$ cat src/rtl/sa_feeder.sv
// Control and diagonal-skew stage feeding an output-stationary systolic array:
// sequences operand reads, skews A/B streams, pulses per-PE clc and walks the drain.
module sa_feeder #(
    parameter int unsigned data_width = 8,
    parameter int unsigned num_row    = 16,
    parameter int unsigned num_col    = 16,
    parameter int unsigned k_max      = 256,
    parameter int unsigned k_w        = $clog2(k_max + 1)
) (
    input  logic                                   clk,
    input  logic                                   rst_n,
    input  logic                                   start,
    input  logic [k_w-1:0]                         k_len,
    output logic                                   rd_en,
    output logic [k_w-1:0]                         rd_addr,
    input  logic [num_row:1][data_width-1:0]       a_col,
    input  logic [num_col:1][data_width-1:0]       b_row,
    output logic                                   en,
    output logic [num_row:1][num_col:1]            clc,
    output logic [num_row:1][data_width-1:0]       row_in,
    output logic [num_col:1][data_width-1:0]       col_in,
    output logic [num_row-1:0]                     row_out_valid,
    output logic                                   out_valid,
    output logic [$clog2(num_row+1)-1:0]           out_row,
    output logic                                   busy,
    output logic                                   done
);

    localparam int unsigned row_w = $clog2(num_row + 1);
    localparam int unsigned cnt_w = $clog2(k_max + 2*num_row + num_col + 2);

    localparam logic [2:0] st_idle  = 3'd0;
    localparam logic [2:0] st_feed  = 3'd1;
    localparam logic [2:0] st_flush = 3'd2;
    localparam logic [2:0] st_drain = 3'd3;
    localparam logic [2:0] st_done  = 3'd4;

    localparam logic [num_row-1:0] top_row = {1'b1, {(num_row-1){1'b0}}};

    logic [2:0]       state, state_nxt;
    logic [cnt_w-1:0] cnt, cnt_nxt;      // tile cycle number of the current cycle
    logic [k_w-1:0]   kl, kl_nxt;
    logic [cnt_w-1:0] flush_end, drain_end, drain_idx;
    logic             feed_nxt, flush_nxt, drain_nxt;
    logic             vld;               // a_col/b_row carry a requested slice this cycle

    // Next-state and cycle counter
    always_comb begin
        state_nxt = state;
        cnt_nxt   = cnt;
        kl_nxt    = kl;
        flush_end = cnt_w'(kl) + cnt_w'(num_row + num_col);
        drain_end = flush_end + cnt_w'(num_row);
        case (state)
            st_idle: begin
                if (start && (k_len != '0)) begin
                    state_nxt = st_feed;
                    cnt_nxt   = cnt_w'(1);
                    kl_nxt    = k_len;
                end
            end
            st_feed: begin
                cnt_nxt = cnt + cnt_w'(1);
                if (cnt == cnt_w'(kl)) state_nxt = st_flush;
            end
            st_flush: begin
                cnt_nxt = cnt + cnt_w'(1);
                if (cnt == flush_end) state_nxt = st_drain;
            end
            st_drain: begin
                cnt_nxt = cnt + cnt_w'(1);
                if (cnt == drain_end) state_nxt = st_done;
            end
            st_done: begin
                state_nxt = st_idle;
                cnt_nxt   = '0;
            end
            default: begin
                state_nxt = st_idle;
                cnt_nxt   = '0;
            end
        endcase
        feed_nxt  = (state_nxt == st_feed);
        flush_nxt = (state_nxt == st_flush);
        drain_nxt = (state_nxt == st_drain);
        drain_idx = cnt_nxt - flush_end - cnt_w'(1);
    end

    always_ff @(posedge clk) begin
        if (!rst_n) begin
            state         <= st_idle;
            cnt           <= '0;
            kl            <= '0;
            rd_en         <= 1'b0;
            rd_addr       <= '0;
            en            <= 1'b0;
            busy          <= 1'b0;
            done          <= 1'b0;
            out_valid     <= 1'b0;
            row_out_valid <= '0;
            out_row       <= '0;
            vld           <= 1'b0;
        end else begin
            state         <= state_nxt;
            cnt           <= cnt_nxt;
            kl            <= kl_nxt;
            rd_en         <= feed_nxt;
            rd_addr       <= feed_nxt ? k_w'(cnt_nxt - cnt_w'(1)) : '0;
            en            <= feed_nxt || flush_nxt;
            busy          <= feed_nxt || flush_nxt || drain_nxt;
            done          <= (state_nxt == st_done);
            out_valid     <= drain_nxt;
            row_out_valid <= drain_nxt ? (top_row >> drain_idx) : '0;
            out_row       <= drain_nxt ? (row_w'(num_row) - row_w'(drain_idx)) : '0;
            vld           <= rd_en;
        end
    end

    // PE(r,c) completes one cycle after its last operand: cycle k_len+2+i+j
    always_ff @(posedge clk) begin
        if (!rst_n) begin
            clc <= '0;
        end else begin
            for (int r = 1; r <= int'(num_row); r++) begin
                for (int c = 1; c <= int'(num_col); c++) begin
                    clc[r][c] <= (feed_nxt || flush_nxt) &&
                                 (cnt_nxt == cnt_w'(kl_nxt) + cnt_w'(2 + num_row - r + num_col - c));
                end
            end
        end
    end

    // A skew: row r delayed by num_row-r cycles, zero outside the valid window
    for (genvar r = 1; r <= num_row; r++) begin : g_row
        localparam int unsigned dly = num_row - r;
        logic [data_width-1:0] s0;
        assign s0 = vld ? a_col[r] : '0;
        if (dly == 0) begin : g_pass
            assign row_in[r] = s0;
        end else begin : g_dly
            logic [data_width-1:0] pipe [dly];
            always_ff @(posedge clk) begin
                if (!rst_n) begin
                    for (int unsigned k = 0; k < dly; k++) pipe[k] <= '0;
                end else begin
                    pipe[0] <= s0;
                    for (int unsigned k = 1; k < dly; k++) pipe[k] <= pipe[k-1];
                end
            end
            assign row_in[r] = pipe[dly-1];
        end
    end

    // B skew: column c delayed by num_col-c cycles
    for (genvar c = 1; c <= num_col; c++) begin : g_col
        localparam int unsigned dly = num_col - c;
        logic [data_width-1:0] s0;
        assign s0 = vld ? b_row[c] : '0;
        if (dly == 0) begin : g_pass
            assign col_in[c] = s0;
        end else begin : g_dly
            logic [data_width-1:0] pipe [dly];
            always_ff @(posedge clk) begin
                if (!rst_n) begin
                    for (int unsigned k = 0; k < dly; k++) pipe[k] <= '0;
                end else begin
                    pipe[0] <= s0;
                    for (int unsigned k = 1; k < dly; k++) pipe[k] <= pipe[k-1];
                end
            end
            assign col_in[c] = pipe[dly-1];
        end
    end

endmodule

$ cat config.mk
export PLATFORM = sky130hd
export DESIGN_NAME = sa_feeder
export DESIGN_NICKNAME = d
export VERILOG_FILES = /design/src/rtl/sa_feeder.sv
export SDC_FILE = /design/constraint.sdc
export NUM_CORES = 2
export LEC_CHECK = 0
export ABC_AREA = 0
export CORE_ASPECT_RATIO = 1.2
export CORE_MARGIN = 3
export CORE_UTILIZATION = 30
export CTS_CLUSTER_SIZE = 30
export DETAILED_ROUTE_END_ITERATION = 16
export PLACE_DENSITY = 0.53
export SYNTH_ARGS = -nofsm -noshare
export SYNTH_HDL_FRONTEND = slang
export SYNTH_SLANG_ARGS = --single-unit
$ cat constraint.sdc
create_clock -name clk -period 4.72 [get_ports clk]
set_input_delay 0.944 -clock clk [delete_from_list [all_inputs] [get_ports clk]]
set_output_delay 0.944 -clock clk [all_outputs]
set_load 0.03 [all_outputs]
# Word level (Yosys, flattened, before mapping)
# Memories as Yosys holds them, arrays and structs flattened.
# Index checks and enable logic that the tools add are counted.
[totals]
elab_cells = 702
latchBits = 0
mem_bits_ro = 0
inputBits = 268
n_memories = 30
out_inout_bits = 547
regBits = 313
ramBits = 1920
[classes]
n_mux = 285
reduce_logical = 41
mul = 0
eq_ne = 41
add_sub_neg = 38
div_mod_pow = 0
shift = 1
bitwise_logic = 238
n_lt_le_gt_ge = 0
[mem_list]
columns = ["name", "words", "word_bits", "rd", "rd_ports_with_merged_regs", "wr", "line", "text"]
rows = [
  ["g_col[1].g_dly.pipe", 15, 8, 15, 0, 15, "162", "logic [data_width-1:0] pipe [dly];"],
  ["g_row[1].g_dly.pipe", 15, 8, 15, 0, 15, "141", "logic [data_width-1:0] pipe [dly];"],
  ["g_col[2].g_dly.pipe", 14, 8, 14, 0, 14, "162", ""],
  ["g_row[2].g_dly.pipe", 14, 8, 14, 0, 14, "141", ""],
  ["g_col[3].g_dly.pipe", 13, 8, 13, 0, 13, "162", ""],
  ["g_row[3].g_dly.pipe", 13, 8, 13, 0, 13, "141", ""],
  ["+24 memories", "n/a", "n/a", "n/a", "n/a", "n/a", "n/a", ""],
]
[op_table]
columns = ["cell", "count"]
rows = [
  ["8-bit two-way mux", 272],
  ["9-bit == test", 34],
  ["1-bit OR", 238],
  ["9-bit by 5-bit adder with 9-bit output (second input constant)", 17],
  ["9-bit by 4-bit adder with 9-bit output (second input constant)", 8],
  ["9-bit by 3-bit adder with 9-bit output (second input constant)", 4],
  ["1-bit logical AND", 32],
  ["9-bit two-way mux", 3],
  ["9-bit by 2-bit adder with 9-bit output (second input constant)", 2],
  ["9-bit by 6-bit adder with 9-bit output (second input constant)", 2],
  ["9-bit one-hot mux with 2 select lines", 1],
  ["9-bit by 1-bit subtractor with 9-bit output (second input constant)", 2],
  ["8-bit OR reduction", 2],
  ["16-bit by 9-bit >> shifter with 16-bit output (first input constant)", 1],
  ["3-bit by 2-bit == test with 1-bit output (second input constant)", 4],
  ["3-bit two-way mux", 4],
  ["3-bit one-hot mux with 4 select lines", 1],
  ["9-bit by 1-bit adder with 9-bit output (second input constant)", 1],
  ["9-bit nonzero test", 1],
  ["9-bit subtractor", 1],
  ["3-bit by 1-bit == test with 1-bit output (second input constant)", 2],
  ["5-bit subtractor (first input constant)", 1],
  ["1-bit two-way mux", 4],
  ["2-bit AND reduction", 2],
  ["other kinds (4)", 5],
]

# Depth between registers and ports, before layout
[logic_depth]
ltp_word = 8
depth_mapped = 18

# Worst setup path before layout
# Ideal clock, no wire load.
[synth_timing]
path_kind = "input to register"
from = "in k_len[5]"
to = "reg row_out_valid[0]"
setup_ps = 92
t_arrival_ps = 4047
n_path_buf = 2
path_slack_ps = 581
required_time_ps = 4628
path_stages = 13
cell_sequence = "or4_4 > o31ai_4 > nand2_2 > a31oi_4 > ha_1 > o21a_1 > nor2_1 > xnor2_1 > or4_1 > or3_1 > buf_2 > buf_6 > nor4_1"
[synth_between]
elab_chain_len = 7
word_cells_on_any_way = 11
cone_classes = "2 x add/sub; 1 x eq/ne; 1 x shift; 4 x mux; 3 x reduce/logical"
[synth_lines]
columns = ["element", "line", "text"]
rows = [
  ["start: declaration", "13", "input logic [k_w-1:0] k_len,"],
  ["9-bit nonzero test", "56", "if (start && (k_len != '0)) begin"],
  ["1-bit logical AND", "56", ""],
  ["9-bit two-way mux", "56", ""],
  ["9-bit one-hot mux with 2 select lines", "54", "case (state)"],
  ["net cnt_nxt[6]", "41", "logic [cnt_w-1:0] cnt, cnt_nxt;"],
  ["9-bit subtractor", "86", "drain_idx = cnt_nxt - flush_end - cnt_w'(1);"],
  ["9-bit by 1-bit subtractor with 9-bit output", "86", ""],
  ["16-bit by 9-bit >> shifter with 16-bit output", "113", "row_out_valid <= drain_nxt ? (top_row >> drain_idx) : '0;"],
  ["end signal: assignment", "113", ""],
  ["end: declaration", "22", "output logic [num_row-1:0] row_out_valid,"],
]
# The timed path passes the listed nets, and every way through them passes these cells.
# A chain may end at the register's enable or synchronous reset.

# Worst setup path after layout
[layout_timing]
from = "in start"
to = "reg clc[3] (netlist name)"
[layout_between]
elab_chain_len = 6
word_cells_on_any_way = 13
cone_classes = "1 x add/sub; 3 x eq/ne; 6 x mux; 3 x reduce/logical"
[layout_lines]
columns = ["element", "line", "text"]
rows = [
  ["start: declaration", "12", "input logic start,"],
  ["1-bit logical AND", "56", ""],
  ["9-bit two-way mux", "56", ""],
  ["9-bit two-way mux", "54", ""],
  ["net kl_nxt[1]", "42", "logic [k_w-1:0] kl, kl_nxt;"],
  ["9-bit by 5-bit adder with 9-bit output", "127", "(cnt_nxt == cnt_w'(kl_nxt) + cnt_w'(2 + num_row - r + num_col - c));"],
  ["9-bit == test", "127", ""],
  ["1-bit logical AND", "126", "clc[r][c] <= (feed_nxt || flush_nxt) &&"],
  ["end signal: indexed assignment", "126", ""],
  ["end: declaration", "19", "output logic [num_row:1][num_col:1] clc,"],
]
# The timed path passes the listed nets, and every way through them passes these cells.

==> results.py <==
metrics = {
    "run_status": {
        "outcome": "finished, final reports clean",
    },
    "worst_setup_path": {
        "rrSetupSlack_ps": 510,
        "cp_num_buf_inv": 2,
        "cp_max_fo": 8,
        "worstSetupPathType": "input port to flop",
        "rr_endpoint": "clc[3]$_SDFF_PN0_",
        "crit_family": "compound AO/OA/AOI/OAI gates",
        "cpPeakStageDelay_ps": 750,
        "path_cells": "clkdlybuf4s50_1 > nor4b_2 > o31ai_2 > a22oi_1 > inv_1 > ha_1 > a21oi_1 > nand2_1 > mux2i_1 > nor3_1 > nand2_1 > nor3_1",
        "start_kind": "input port",
        "cp_slowest_cell": "a22oi_1",
        "regToRegStartpoint": "state[2]$_SDFF_PN0_",
        "reg2reg_depth": 11,
        "crit_arrival_ps": 5070,
        "critPathCaptureType": "flop",
        "required_ps": 5460,
    },
    "clocking": {
        "clock-root-buffer": "clkbuf_16",
        "ctsHoldBuffers": 0,
        "htree_levels": 4,
        "cts_sinks": 2008,
        "cts_tree": "built",
        "clockBufferDepth": 3,
        "clock_latency_ps": 820,
        "cts_buffers": 197,
        "cts.reportedPaths.clkPinSlew_ps": 60,
        "post_cts_buffers": 0,
        "cts_resized": 0,
    },
    "die": {
        "die_w_um": 416.2,
        "die_h_um": 498.3,
        "rows": 180,
        "top_level_ports": 815,
        "initial_core_util": 0.3019,
        "die_area_um2": 207400,
        "core_region_area_um2": 200700,
    },
    "cells_and_area": {
        "fin_nets": 5994,
        "fin_util": 0.3781,
        "drive_gt1_frac": 0.08178,
        "synthToLayoutAreaGrowth_pct": 25.23,
        "fill_cells": 19450,
    },
    "yosys": {
        "synth_area_um2": 60580,
        "synthCells": 5246,
        "syn_nets": 5545,
        "ys_types": 90,
        "synth_edf_count": 0,
        "avgSynthCellArea_um2": 11.55,
        "synth_flop_cell": "dfxtp_1",
        "ys_seq_area_frac": 0.6636,
        "ys_seq_elements": 2008,
        "yosys_warnings": 0,
        "ys_async_sr_fraction": 0,
    },
    "timing": {
        "slew_violations": 0,
        "rsz0062_at_grt": "false",
        "setup_viol": 0,
        "finalHoldViolCount": 0,
        "max_freq_ghz": 0.2308,
        "fin_crit_sh": 0.9179,
        "hold_ws_ps": 367.6,
        "fin_crit_ps": 4332,
        "tightest_slew_ps": 1084,
        "relSlewSlack": 0.2774,
        "setup_tns_ps": 0,
        "fin_skew_ps": 66.49,
    },
    "detailed_routing": {
        "ant_nets": 0,
        "drc": 0,
        "dr.pass1.iters": 5,
        "avgViaCountPerCell": 3.980,
        "vias": 33830,
        "routed_wl_mm": 129.4,
        "routedWlPerCell_um": 15.22,
        "drt_iter0_drc": 1685,
    },
    "grt": {
        "antenna_found_initial": 33,
        "track_usage": 0.1223,
        "grt_max_degree": 313,
        "grt_pass1_wl_mm": 197.6,
        "overflow": 0,
        "grt_pass1_vias": 33460,
    },
    "placement": {
        "dpl.hpwl_mm": 86.71,
        "io_buffers": 814,
        "place.gp.congestion": 0.8033,
    },
    "run": {
        "drv_cap": 0,
    },
    "power": {
        "total_power_mw": 35.62,
        "peakVddDrop_mv": 0.3260,
        "powerDensity_nw_per_um2": 469.5,
        "leakagePower_nw": 31.17,
    },
    "hold_path": {
        "whs_endpoint": "g_row[1].g_dly.pipe[1][39]$_SDFF_PN0_",
        "hold_depth": 1,
        "hold_path.startpoint": "g_row[1].g_dly.pipe[1][31]$_SDFF_PN0_",
        "hp-class": "flop to flop",
    },
}
==> placed cells by master (no fill, tap or decap), types with 52 or more instances in the layout <==
cell / Yosys / final
clkbuf_16: 0 / 197
buf_4: 381 / 99
clkdlybuf4s50_1: 0 / 813
and3_1: 248 / 248
nor2_1: 56 / 56
dfxtp_1: 2008 / 2007
xnor2_1: 53 / 53
a21oi_1: 52 / 52
nand2_1: 76 / 76
and2_1: 1708 / 1708
==> worst max path at each step <==
stage	startpoint	end	slack, ps	depth (start not counted)
5_1_grt	start	clc[3]$_SDFF_PN0_	200	12
4_1_cts	start	clc[3]$_SDFF_PN0_	430	12
3_5_place_dp	start	clc[3]$_SDFF_PN0_	-510	12
3_3_place_gp	start	clc[3]$_SDFF_PN0_	-530	12
6_report	start	clc[3]$_SDFF_PN0_	390	12
2_1_floorplan	k_len[5]	row_out_valid[0]$_SDFF_PP0_	580	13
==> logic make-up after synthesis <==
family,synth area share
fa+ha+maj,0.006568
simple gates,0.2253
compound gates,0.02018
buf+inv,0.06795
xor+xnor,0.01109
flops,0.6636
mux,0.005308
==> synth_stat cells (all sizes together), types with 6 or more instances <==
library cell	instances	area [µm²]
or3	10	62.56
mux2	6	67.56
and3	248	1551
inv	30	112.6
nor2	58	227.7
a21oi	52	260.3
ha	31	387.9
nor4	27	181.4
nand3	25	130.1
a22oi	15	136.4
nand2	77	291.5
mux2i	25	254.0
nand4	8	56.30
and2	1708	10690
a31oi	6	52.55
xnor2	57	540.5
o21ai	34	173.9
clkbuf	260	977.2
buf	410	3019
nor3	39	222.7
dfxtp	2008	40200
a22o	6	61.31
xor2	15	131.4
==> flip-flops by register name (all words and copies together), names as in the netlist <==
name              flops
g_col.g_dly.pipe    960
g_row.g_dly.pipe    960
clc                  31
row_out_valid        16
cnt                   9
kl                    9
rd_addr               9
out_row               5
state                 3
busy                  1
done                  1
en                    1
out_valid             1
rd_en                 1
vld                   1
==> metal layers <==
metal  vias up  track usage  routed length, µm
met5         -            0                201
met1     15690       0.1285              50070
met2       886       0.2201              64600
met4        32      0.04502               4019
met3       274      0.04722              10520
li1      16940            -                  -
==> report_power, final <==
| group | internal (mW) | switching (mW) |
|---|---|---|
| Combinational | 0.922 | 1.32 |
| Clock | 9.52 | 6.65 |
| Sequential | 17.1 | 0.100 |
==> through the flow <==
step	instance area, µm²	setup WS, ps	std cells
after global placement	68930	-527.7	8135
final	75870	387.5	8501
after floorplan	60580	580.6	5246
after detailed placement	68930	-510.2	8135
after CTS	75850	427.0	8496
after global routing	75850	195.6	8496
==> area by class of cell <==
cell class / count / area (µm²) / area share
antenna: 5 / 12.51 / 0.0001649
clock buffer: 280 / 5732 / 0.07555
clock inverter: 81 / 1194 / 0.01573
inverter: 32 / 120.1 / 0.001583
multi-input combinational: 2536 / 16270 / 0.2144
sequential: 2008 / 40200 / 0.5299
tap: 2639 / 3302 / 0.04352
timing repair buffer: 920 / 9036 / 0.1191
Power figures use the tool's default switching activity.
